File: config.mk
export PLATFORM = sky130hd
export DESIGN_NAME = fpu_fdiv_issue_flat
export DESIGN_NICKNAME = d
export VERILOG_FILES = /design/src/rtl/fpu_pkg.sv /design/src/rtl/fpu_fdiv_issue_if.sv /design/src/rtl/fpu_classify.sv /design/src/rtl/fpu_fdiv_issue.sv /design/src/flat_wrapper.sv
export SDC_FILE = /design/constraint.sdc
export NUM_CORES = 1
export LEC_CHECK = 0
export CORE_ASPECT_RATIO = 0.7
export CORE_MARGIN = 8
export CORE_UTILIZATION = 50
export CTS_CLUSTER_SIZE = 14
export DETAILED_ROUTE_END_ITERATION = 12
export GPL_TIMING_DRIVEN = 0
export PLACE_DENSITY = 0.86
export SLEW_MARGIN = 10
export SYNTH_ARGS = -nofsm -noshare
export SYNTH_HDL_FRONTEND = slang
export SYNTH_HIERARCHICAL = 1
export SYNTH_SLANG_ARGS = --single-unit
File: constraint.sdc
create_clock -name clk -period 7.35 [get_ports clk]
set_clock_uncertainty 0.1 [all_clocks]
set_input_delay 1.47 -clock clk [delete_from_list [all_inputs] [get_ports clk]]
set_output_delay 1.47 -clock clk [all_outputs]
set_load 0.005 [all_outputs]
File: src/rtl/fpu_pkg.sv
// Shared constants and types for the single-precision divide issue stage.
//   QNAN / POS_INF / EXP_BIAS : IEEE-754 single constants
//   FLG_*                     : bit positions inside the 5-bit result flag vector
//   ST_*                      : issue FSM state encoding
//   fp_class_t                : per-operand classification bundle
package fpu_pkg;

  localparam logic [31:0] QNAN     = 32'h7FC0_0000;
  localparam logic [31:0] POS_INF  = 32'h7F80_0000;
  localparam int          EXP_BIAS = 127;

  // out_flags = {invalid, divzero, overflow, underflow, timeout}
  localparam int FLG_INVALID   = 4;
  localparam int FLG_DIVZERO   = 3;
  localparam int FLG_OVERFLOW  = 2;
  localparam int FLG_UNDERFLOW = 1;
  localparam int FLG_TIMEOUT   = 0;

  localparam logic [2:0] ST_IDLE     = 3'd0;
  localparam logic [2:0] ST_CLASSIFY = 3'd1;
  localparam logic [2:0] ST_LAUNCH   = 3'd2;
  localparam logic [2:0] ST_WAIT     = 3'd3;
  localparam logic [2:0] ST_RESP     = 3'd4;

  typedef struct packed {
    logic nan;
    logic inf;
    logic zero;  // exponent field zero: denormals are treated as zero
  } fp_class_t;

endpackage

File: src/rtl/fpu_fdiv_issue_if.sv
// Handshake and divider bus of the divide issue stage.
//   in_*      : operand pair from the producer (valid/ready)
//   div_*     : launch/completion link to the iterative divider
//   out_*     : packed result and flags to the consumer (valid/ready)
// Modports: slave = the issue stage, master = the surrounding parent.
interface fpu_fdiv_issue_if;
  logic        in_valid;
  logic        in_ready;
  logic [31:0] in_a;
  logic [31:0] in_b;
  logic        div_start;
  logic [31:0] div_a;
  logic [31:0] div_b;
  logic [31:0] div_q;
  logic        div_valid;
  logic        out_valid;
  logic        out_ready;
  logic [31:0] out_q;
  logic [4:0]  out_flags;

  modport slave (
    input  in_valid, in_a, in_b, div_q, div_valid, out_ready,
    output in_ready, div_start, div_a, div_b, out_valid, out_q, out_flags
  );

  modport master (
    output in_valid, in_a, in_b, div_q, div_valid, out_ready,
    input  in_ready, div_start, div_a, div_b, out_valid, out_q, out_flags
  );
endinterface

File: src/rtl/fpu_classify.sv
// Combinational classification of one IEEE-754 single operand.
//   i_op  : exponent and fraction fields (sign is irrelevant here)
//   o_cls : {nan, inf, zero}
module fpu_classify
  import fpu_pkg::*;
(
  input  logic [30:0] i_op,
  output fp_class_t   o_cls
);

  logic w_exp_max;
  logic w_exp_zero;
  logic w_frac_zero;

  assign w_exp_max   = &i_op[30:23];
  assign w_exp_zero  = ~|i_op[30:23];
  assign w_frac_zero = ~|i_op[22:0];

  assign o_cls.nan  = w_exp_max & ~w_frac_zero;
  assign o_cls.inf  = w_exp_max & w_frac_zero;
  assign o_cls.zero = w_exp_zero;

endmodule

File: src/rtl/fpu_fdiv_issue.sv
// Issue/completion stage around the iterative single-precision divider.
// Special operand pairs are answered directly; the rest launch the divider
// and the quotient fraction is packed with a locally computed sign/exponent.
//   clk, rst : clock, asynchronous active-high reset
//   bus      : slave side of fpu_fdiv_issue_if (in_*, div_*, out_*)
//
// state    | meaning
// IDLE     | in_ready high, waiting for an operand pair
// CLASSIFY | captured operands classified, special result or divider path
// LAUNCH   | one-cycle div_start pulse, timeout counter loaded
// WAIT     | waiting for div_valid or timeout
// RESP     | out_valid high, result held until out_ready
module fpu_fdiv_issue
  import fpu_pkg::*;
#(
  parameter int DIV_TIMEOUT = 40
)(
  input  logic              clk,
  input  logic              rst,
  fpu_fdiv_issue_if.slave   bus
);

  localparam int CNT_W = $clog2(DIV_TIMEOUT + 1);

  logic [2:0]       r_state;
  logic [31:0]      r_div_a;
  logic [31:0]      r_div_b;
  logic [31:0]      r_out_q;
  logic [4:0]       r_out_flags;
  logic             r_sign;
  logic [7:0]       r_exp;
  logic [CNT_W-1:0] r_cnt;

  fp_class_t   w_cls_a;
  fp_class_t   w_cls_b;
  logic        w_sign;
  logic        w_frac_lt;
  logic [9:0]  w_e;
  logic        w_special;
  logic [31:0] w_sp_q;
  logic [4:0]  w_sp_flags;

  fpu_classify u_cls_a (.i_op(r_div_a[30:0]), .o_cls(w_cls_a));
  fpu_classify u_cls_b (.i_op(r_div_b[30:0]), .o_cls(w_cls_b));

  assign w_sign    = r_div_a[31] ^ r_div_b[31];
  assign w_frac_lt = (r_div_a[22:0] < r_div_b[22:0]);
  // Two's-complement 10-bit exponent; bit 9 set means negative.
  assign w_e = {2'b00, r_div_a[30:23]} - {2'b00, r_div_b[30:23]}
             + 10'(EXP_BIAS) - {9'd0, w_frac_lt};

  always_comb begin
    w_special  = 1'b1;
    w_sp_q     = QNAN;
    w_sp_flags = '0;
    if (w_cls_a.nan || w_cls_b.nan) begin
      w_sp_flags[FLG_INVALID] = 1'b1;
    end else if ((w_cls_a.zero && w_cls_b.zero) || (w_cls_a.inf && w_cls_b.inf)) begin
      w_sp_flags[FLG_INVALID] = 1'b1;
    end else if (w_cls_a.inf) begin
      w_sp_q = {w_sign, POS_INF[30:0]};
    end else if (w_cls_b.zero) begin
      w_sp_q = {w_sign, POS_INF[30:0]};
      w_sp_flags[FLG_DIVZERO] = 1'b1;
    end else if (w_cls_a.zero || w_cls_b.inf) begin
      w_sp_q = {w_sign, 31'd0};
    end else if (!w_e[9] && (w_e >= 10'd255)) begin
      w_sp_q = {w_sign, POS_INF[30:0]};
      w_sp_flags[FLG_OVERFLOW] = 1'b1;
    end else if (w_e[9] || (w_e == 10'd0)) begin
      w_sp_q = {w_sign, 31'd0};
      w_sp_flags[FLG_UNDERFLOW] = 1'b1;
    end else begin
      w_special = 1'b0;
    end
  end

  always_ff @(posedge clk or posedge rst) begin
    if (rst) begin
      r_state     <= ST_IDLE;
      r_div_a     <= '0;
      r_div_b     <= '0;
      r_out_q     <= '0;
      r_out_flags <= '0;
      r_sign      <= 1'b0;
      r_exp       <= '0;
      r_cnt       <= '0;
    end else begin
      case (r_state)
        ST_IDLE: begin
          if (bus.in_valid) begin
            r_div_a <= bus.in_a;
            r_div_b <= bus.in_b;
            r_state <= ST_CLASSIFY;
          end
        end
        ST_CLASSIFY: begin
          if (w_special) begin
            r_out_q     <= w_sp_q;
            r_out_flags <= w_sp_flags;
            r_state     <= ST_RESP;
          end else begin
            r_sign  <= w_sign;
            r_exp   <= w_e[7:0];
            r_state <= ST_LAUNCH;
          end
        end
        ST_LAUNCH: begin
          // Down-counter: DIV_TIMEOUT WAIT cycles end at terminal count 0.
          r_cnt   <= CNT_W'(DIV_TIMEOUT - 1);
          r_state <= ST_WAIT;
        end
        ST_WAIT: begin
          if (bus.div_valid) begin
            r_out_q     <= {r_sign, r_exp, bus.div_q[22:0]};
            r_out_flags <= '0;
            r_state     <= ST_RESP;
          end else if (r_cnt == '0) begin
            r_out_q                  <= QNAN;
            r_out_flags              <= '0;
            r_out_flags[FLG_TIMEOUT] <= 1'b1;
            r_state                  <= ST_RESP;
          end else begin
            r_cnt <= r_cnt - 1'b1;
          end
        end
        ST_RESP: begin
          if (bus.out_ready) r_state <= ST_IDLE;
        end
        default: r_state <= ST_IDLE;
      endcase
    end
  end

  assign bus.in_ready  = (r_state == ST_IDLE);
  assign bus.div_start = (r_state == ST_LAUNCH);
  assign bus.out_valid = (r_state == ST_RESP);
  assign bus.div_a     = r_div_a;
  assign bus.div_b     = r_div_b;
  assign bus.out_q     = r_out_q;
  assign bus.out_flags = r_out_flags;

endmodule
File: src/flat_wrapper.sv
// flat-port wrapper written by rule: the top's interface ports become plain ports
module fpu_fdiv_issue_flat import fpu_pkg::*;
#(
  parameter int DIV_TIMEOUT = 40
)
  (clk, rst, bus_in_valid, bus_in_a, bus_in_b, bus_div_q, bus_div_valid, bus_out_ready, bus_in_ready, bus_div_start, bus_div_a, bus_div_b, bus_out_valid, bus_out_q, bus_out_flags);
  fpu_fdiv_issue_if bus_i ();
  input  logic clk;
  input  logic rst;
  input wire logic [$bits(bus_i.in_valid)-1:0] bus_in_valid;
  input wire logic [$bits(bus_i.in_a)-1:0] bus_in_a;
  input wire logic [$bits(bus_i.in_b)-1:0] bus_in_b;
  input wire logic [$bits(bus_i.div_q)-1:0] bus_div_q;
  input wire logic [$bits(bus_i.div_valid)-1:0] bus_div_valid;
  input wire logic [$bits(bus_i.out_ready)-1:0] bus_out_ready;
  output wire logic [$bits(bus_i.in_ready)-1:0] bus_in_ready;
  output wire logic [$bits(bus_i.div_start)-1:0] bus_div_start;
  output wire logic [$bits(bus_i.div_a)-1:0] bus_div_a;
  output wire logic [$bits(bus_i.div_b)-1:0] bus_div_b;
  output wire logic [$bits(bus_i.out_valid)-1:0] bus_out_valid;
  output wire logic [$bits(bus_i.out_q)-1:0] bus_out_q;
  output wire logic [$bits(bus_i.out_flags)-1:0] bus_out_flags;
  assign bus_i.in_valid = bus_in_valid;
  assign bus_i.in_a = bus_in_a;
  assign bus_i.in_b = bus_in_b;
  assign bus_i.div_q = bus_div_q;
  assign bus_i.div_valid = bus_div_valid;
  assign bus_i.out_ready = bus_out_ready;
  assign bus_in_ready = bus_i.in_ready;
  assign bus_div_start = bus_i.div_start;
  assign bus_div_a = bus_i.div_a;
  assign bus_div_b = bus_i.div_b;
  assign bus_out_valid = bus_i.out_valid;
  assign bus_out_q = bus_i.out_q;
  assign bus_out_flags = bus_i.out_flags;
  fpu_fdiv_issue #(.DIV_TIMEOUT(DIV_TIMEOUT)) u_core (.clk(clk), .rst(rst), .bus(bus_i));
endmodule
==> impl_results.md <==
- Status: finished clean
- Die height: 109.2 um
- # diodes: 0
- Critical setup path kind: register to register
- Synth Flop Type: dfrtp_1
- Worst-Margin Slew: 0.8942 ns
- Reg clk slew, reported paths: 0.06 ns
- Syn. warnings: 6
- Yosys top cell area share: 47.96%
- Largest stage delay, worst path: 0.45 ns
- Synth cell count leaders: 119 x dfrtp_1, 57 x inv_1, 44 x nand2_1
- Post-synth EDFFs: 0
- Simple-gate area share of the yosys netlist: 11.49%
- Core ar.: 12,250 um2
- DRT Wirelength: 20.59 mm
- Die footprint: 16,300 um2
- RSZ-0062 raised after global routing: false
- Htree depth: 4
- Mux cell area share after synthesis: 8.626%
- Req. time, crit path: 7.51 ns
- Post-Synth Adder-Cell Area: 8.706%
- ANT nets after route: 0
- Max stage delay cell, worst path: or4_4
- Top cells by area, synth: dfrtp_1 48%, ha_1 8.1%, mux2_2 6.5%
- Post-Syn Area: 6208 um2
- Post-route setup TNS: 0 ns
- Seq/Total Area, Yosys: 47.96%
- Drt pass-1 iters: 7
- Leak Pwr: 4.060 nW
- DP HPWL: 15.48 mm
- Total track usage: 25.88%
- Vias in the first global route: 6,128
- Placed Cells: 938
- Crit start category: register
- Minimum clock period: 4.918 ns
- Max transition margin: 39.92%
- Crit path buffers/inverters: 2
- Drt drc: 0
- Max FO, Critical Path: 8
- Gate Count Post-Synth: 580
- GR Overflow Total: 0
- Tcrit/Tclk final: 66.92%
- Count of max-cap constraint violations: 0
- CTS tree: done
- Compound-Gate Fraction of Synth Area: 15.56%
- Hold_buf cts: 0
- Crit path DAT: 5.08 ns
- Skew-Pair Late Insertion Delay: 0.41 ns
- Fillers: 795
- HP Class: register to register
- CP delay by family, top: compound AO/OA/AOI/OAI gates
- Row Count: 34
- WL/cell: 21.23 um
- Buffers on Ports: 195
- Post-layout nets: 938
- Initial Utilization: 50.67%
- Most Frequent Cell on Critical Path: a21o_1
- Final Cell Area: 9005 um2
- Post-CTS resize count: 0
- Avg Cell Area, Syn: 10.70 um2
- Total chip power: 5.741 mW
- Initial antenna violation count: 0
- Post-synthesis async set-or-reset flop share: 100.0%
- Final Hold Vio Count: 0
- Postcts setup bufs: 0
- Largest family of logic cells by synthesized area: compound AO/OA/AOI/OAI gates
- RR Startpoint: u_core/bus.div_b[16]
- Placed Area: 8396 um2
- DIE WIDTH: 149.2 um
- Fmax: 0.2033 GHz
- PwrDens: 637.5 nW/um2
- Post-Syn Nets: 723
- CP startpoint: u_core/bus.div_b[16]
- First-pass GRT wire length: 32.76 mm
- GPL Wtd Cong: 0.8971
- Crit end category: register
- Distinct cell type count after synthesis: 57
- Max VDD drop: 0.0004875 V
- P&R area growth vs syn: 45.04%
- Vias per cell: 5.754
- Min-delay src: u_core/bus.out_q[22]
- Layout cells sized above 1: 11.76%
- Largest area contributor in the netlist: dfrtp_1
- Fin. max-slew vios: 0
- Clock sinks: 119
- Flop and latch count out of synthesis: 119
- Cts bufs inserted: 17
- Pin count of the biggest net entering global routing: 63
- Initial DRC Count: 514
- Final setup vio count: 0
- IO Pins: 205
- Most numerous cell in the Yosys netlist: dfrtp_1
- Cell chain of the critical path: inv_1 > ha_1 > a21o_1 > a21o_1 > a21o_1 > a21o_1 > a211oi_1 > o21ai_0 > a31o_2 > ha_1 > ha_1 > inv_1 > fa_1 > nand2b_1 > a21oi_1 > xor2_1 > or3_4 > or4_4 > a41oi_4 > a32oi_1
- Root Buffer: clkbuf_16
- Xor and xnor fraction of the mapped netlist area: 2.257%
- Vias after detailed routing: 5,581
- Post-route insts no fill: 970
- CTS Buffer Depth: 2
## worst register-to-register path, cell delays in order, from the launching register on
cell and delay, ns:
dfrtp_1 0.38, inv_1 0.10, ha_1 0.31, a21o_1 0.19, a21o_1 0.18, a21o_1 0.19, a21o_1 0.19, a211oi_1 0.22
o21ai_0 0.13, a31o_2 0.27, ha_1 0.19, ha_1 0.19, inv_1 0.07, fa_1 0.19, nand2b_1 0.13, a21oi_1 0.09
xor2_1 0.18, or3_4 0.43, or4_4 0.45, a41oi_4 0.41, a32oi_1 0.20
## logic make-up (layout without fill, tap and decap cells)
logic type      Yosys count  after routing
mux                      45             45
fa+ha+maj                42             42
simple gates            136            136
compound gates          140            140
xor+xnor                 16             16
flops                   119            119
buf+inv                  82            310
## path summary, 6_finish.rpt
| check | to | slack, ns | cells past startpoint |
|---|---|---|---|
| worst max-delay path | u_core/bus.out_q[28] | 2.43 | 20 |
| worst min-delay path | u_core/bus.out_q[22] | 0.39 | 1 |
| worst max register to register | u_core/bus.out_q[28] | 2.43 | 20 |
| worst min register to register | u_core/bus.out_q[22] | 0.39 | 1 |
| max in group asynchronous | u_core/bus.div_b[28] | 5.05 | 3 |
| min in group asynchronous | u_core/bus.out_q[7] | 1.41 | 2 |
## per-stage QoR
| step | utilization (%) | hold slack [ns] | worst slack, ns |
|---|---|---|---|
| 2_1_floorplan | - | 0.3609 | 2.623 |
| 3_3_place_gp | 68.26 | 0.3850 | 1.162 |
| 3_5_place_dp | 68.53 | 0.3823 | 2.536 |
| 4_1_cts | 73.50 | 0.3943 | 2.502 |
| 5_1_grt | 73.50 | 0.4131 | 2.265 |
| 6_report | 73.50 | 0.3927 | 2.432 |
## report_power, final
part           leakage (nW)  total (mW)  internal (mW)  switching, mW
clock network         0.289       0.855          0.551          0.304
logic                  2.31        3.66           1.72           1.94
registers              1.46        1.23          0.942          0.286
total                  4.06        5.74           3.21           2.53
## layer usage
metal  wire [um]  global-route usage [%]
met5           0                       0
met4         626                   12.20
met3        1799                   8.582
met2        9923                   42.50
met1        8240                   30.50
## cell type report
cell class / instances / area (um2) / share of cell area, %
clock inverter: 11 / 148.9 / 1.653
timing repair buffer: 196 / 1979 / 21.98
tap: 162 / 202.7 / 2.251
sequential: 119 / 2978 / 33.07
clock buffer: 21 / 460.4 / 5.113
multi-input combinational: 379 / 2895 / 32.15
inverter: 57 / 219.0 / 2.432
buffer: 25 / 121.4 / 1.348
## flip-flops by register name, indices dropped and copies added (netlist names)
signal	count
u_core/r_state	3
u_core/bus.out_flags	5
u_core/bus.div_a	32
u_core/bus.out_q	32
u_core/bus.div_b	32
u_core/r_sign	1
u_core/r_exp	8
u_core/r_cnt	6
## layout by cell type, fill, tap and decap left out, types with 9 or more instances in the layout
master	netlist	routed
clkbuf_16	0	17
xor2_1	10	10
inv_1	57	56
a21oi_1	21	21
mux2_2	36	36
nor2_1	17	17
a22o_1	23	23
clkbuf_1	10	12
nor4_1	11	11
dfrtp_1	119	119
nand2_1	44	44
o21ai_0	41	41
nor3_1	10	10
ha_1	40	40
a32oi_1	9	9
a21o_1	20	20
nand4_1	10	10
clkdlybuf4s50_1	0	195
nand2b_1	12	12
(Power assumes the default switching activity.)
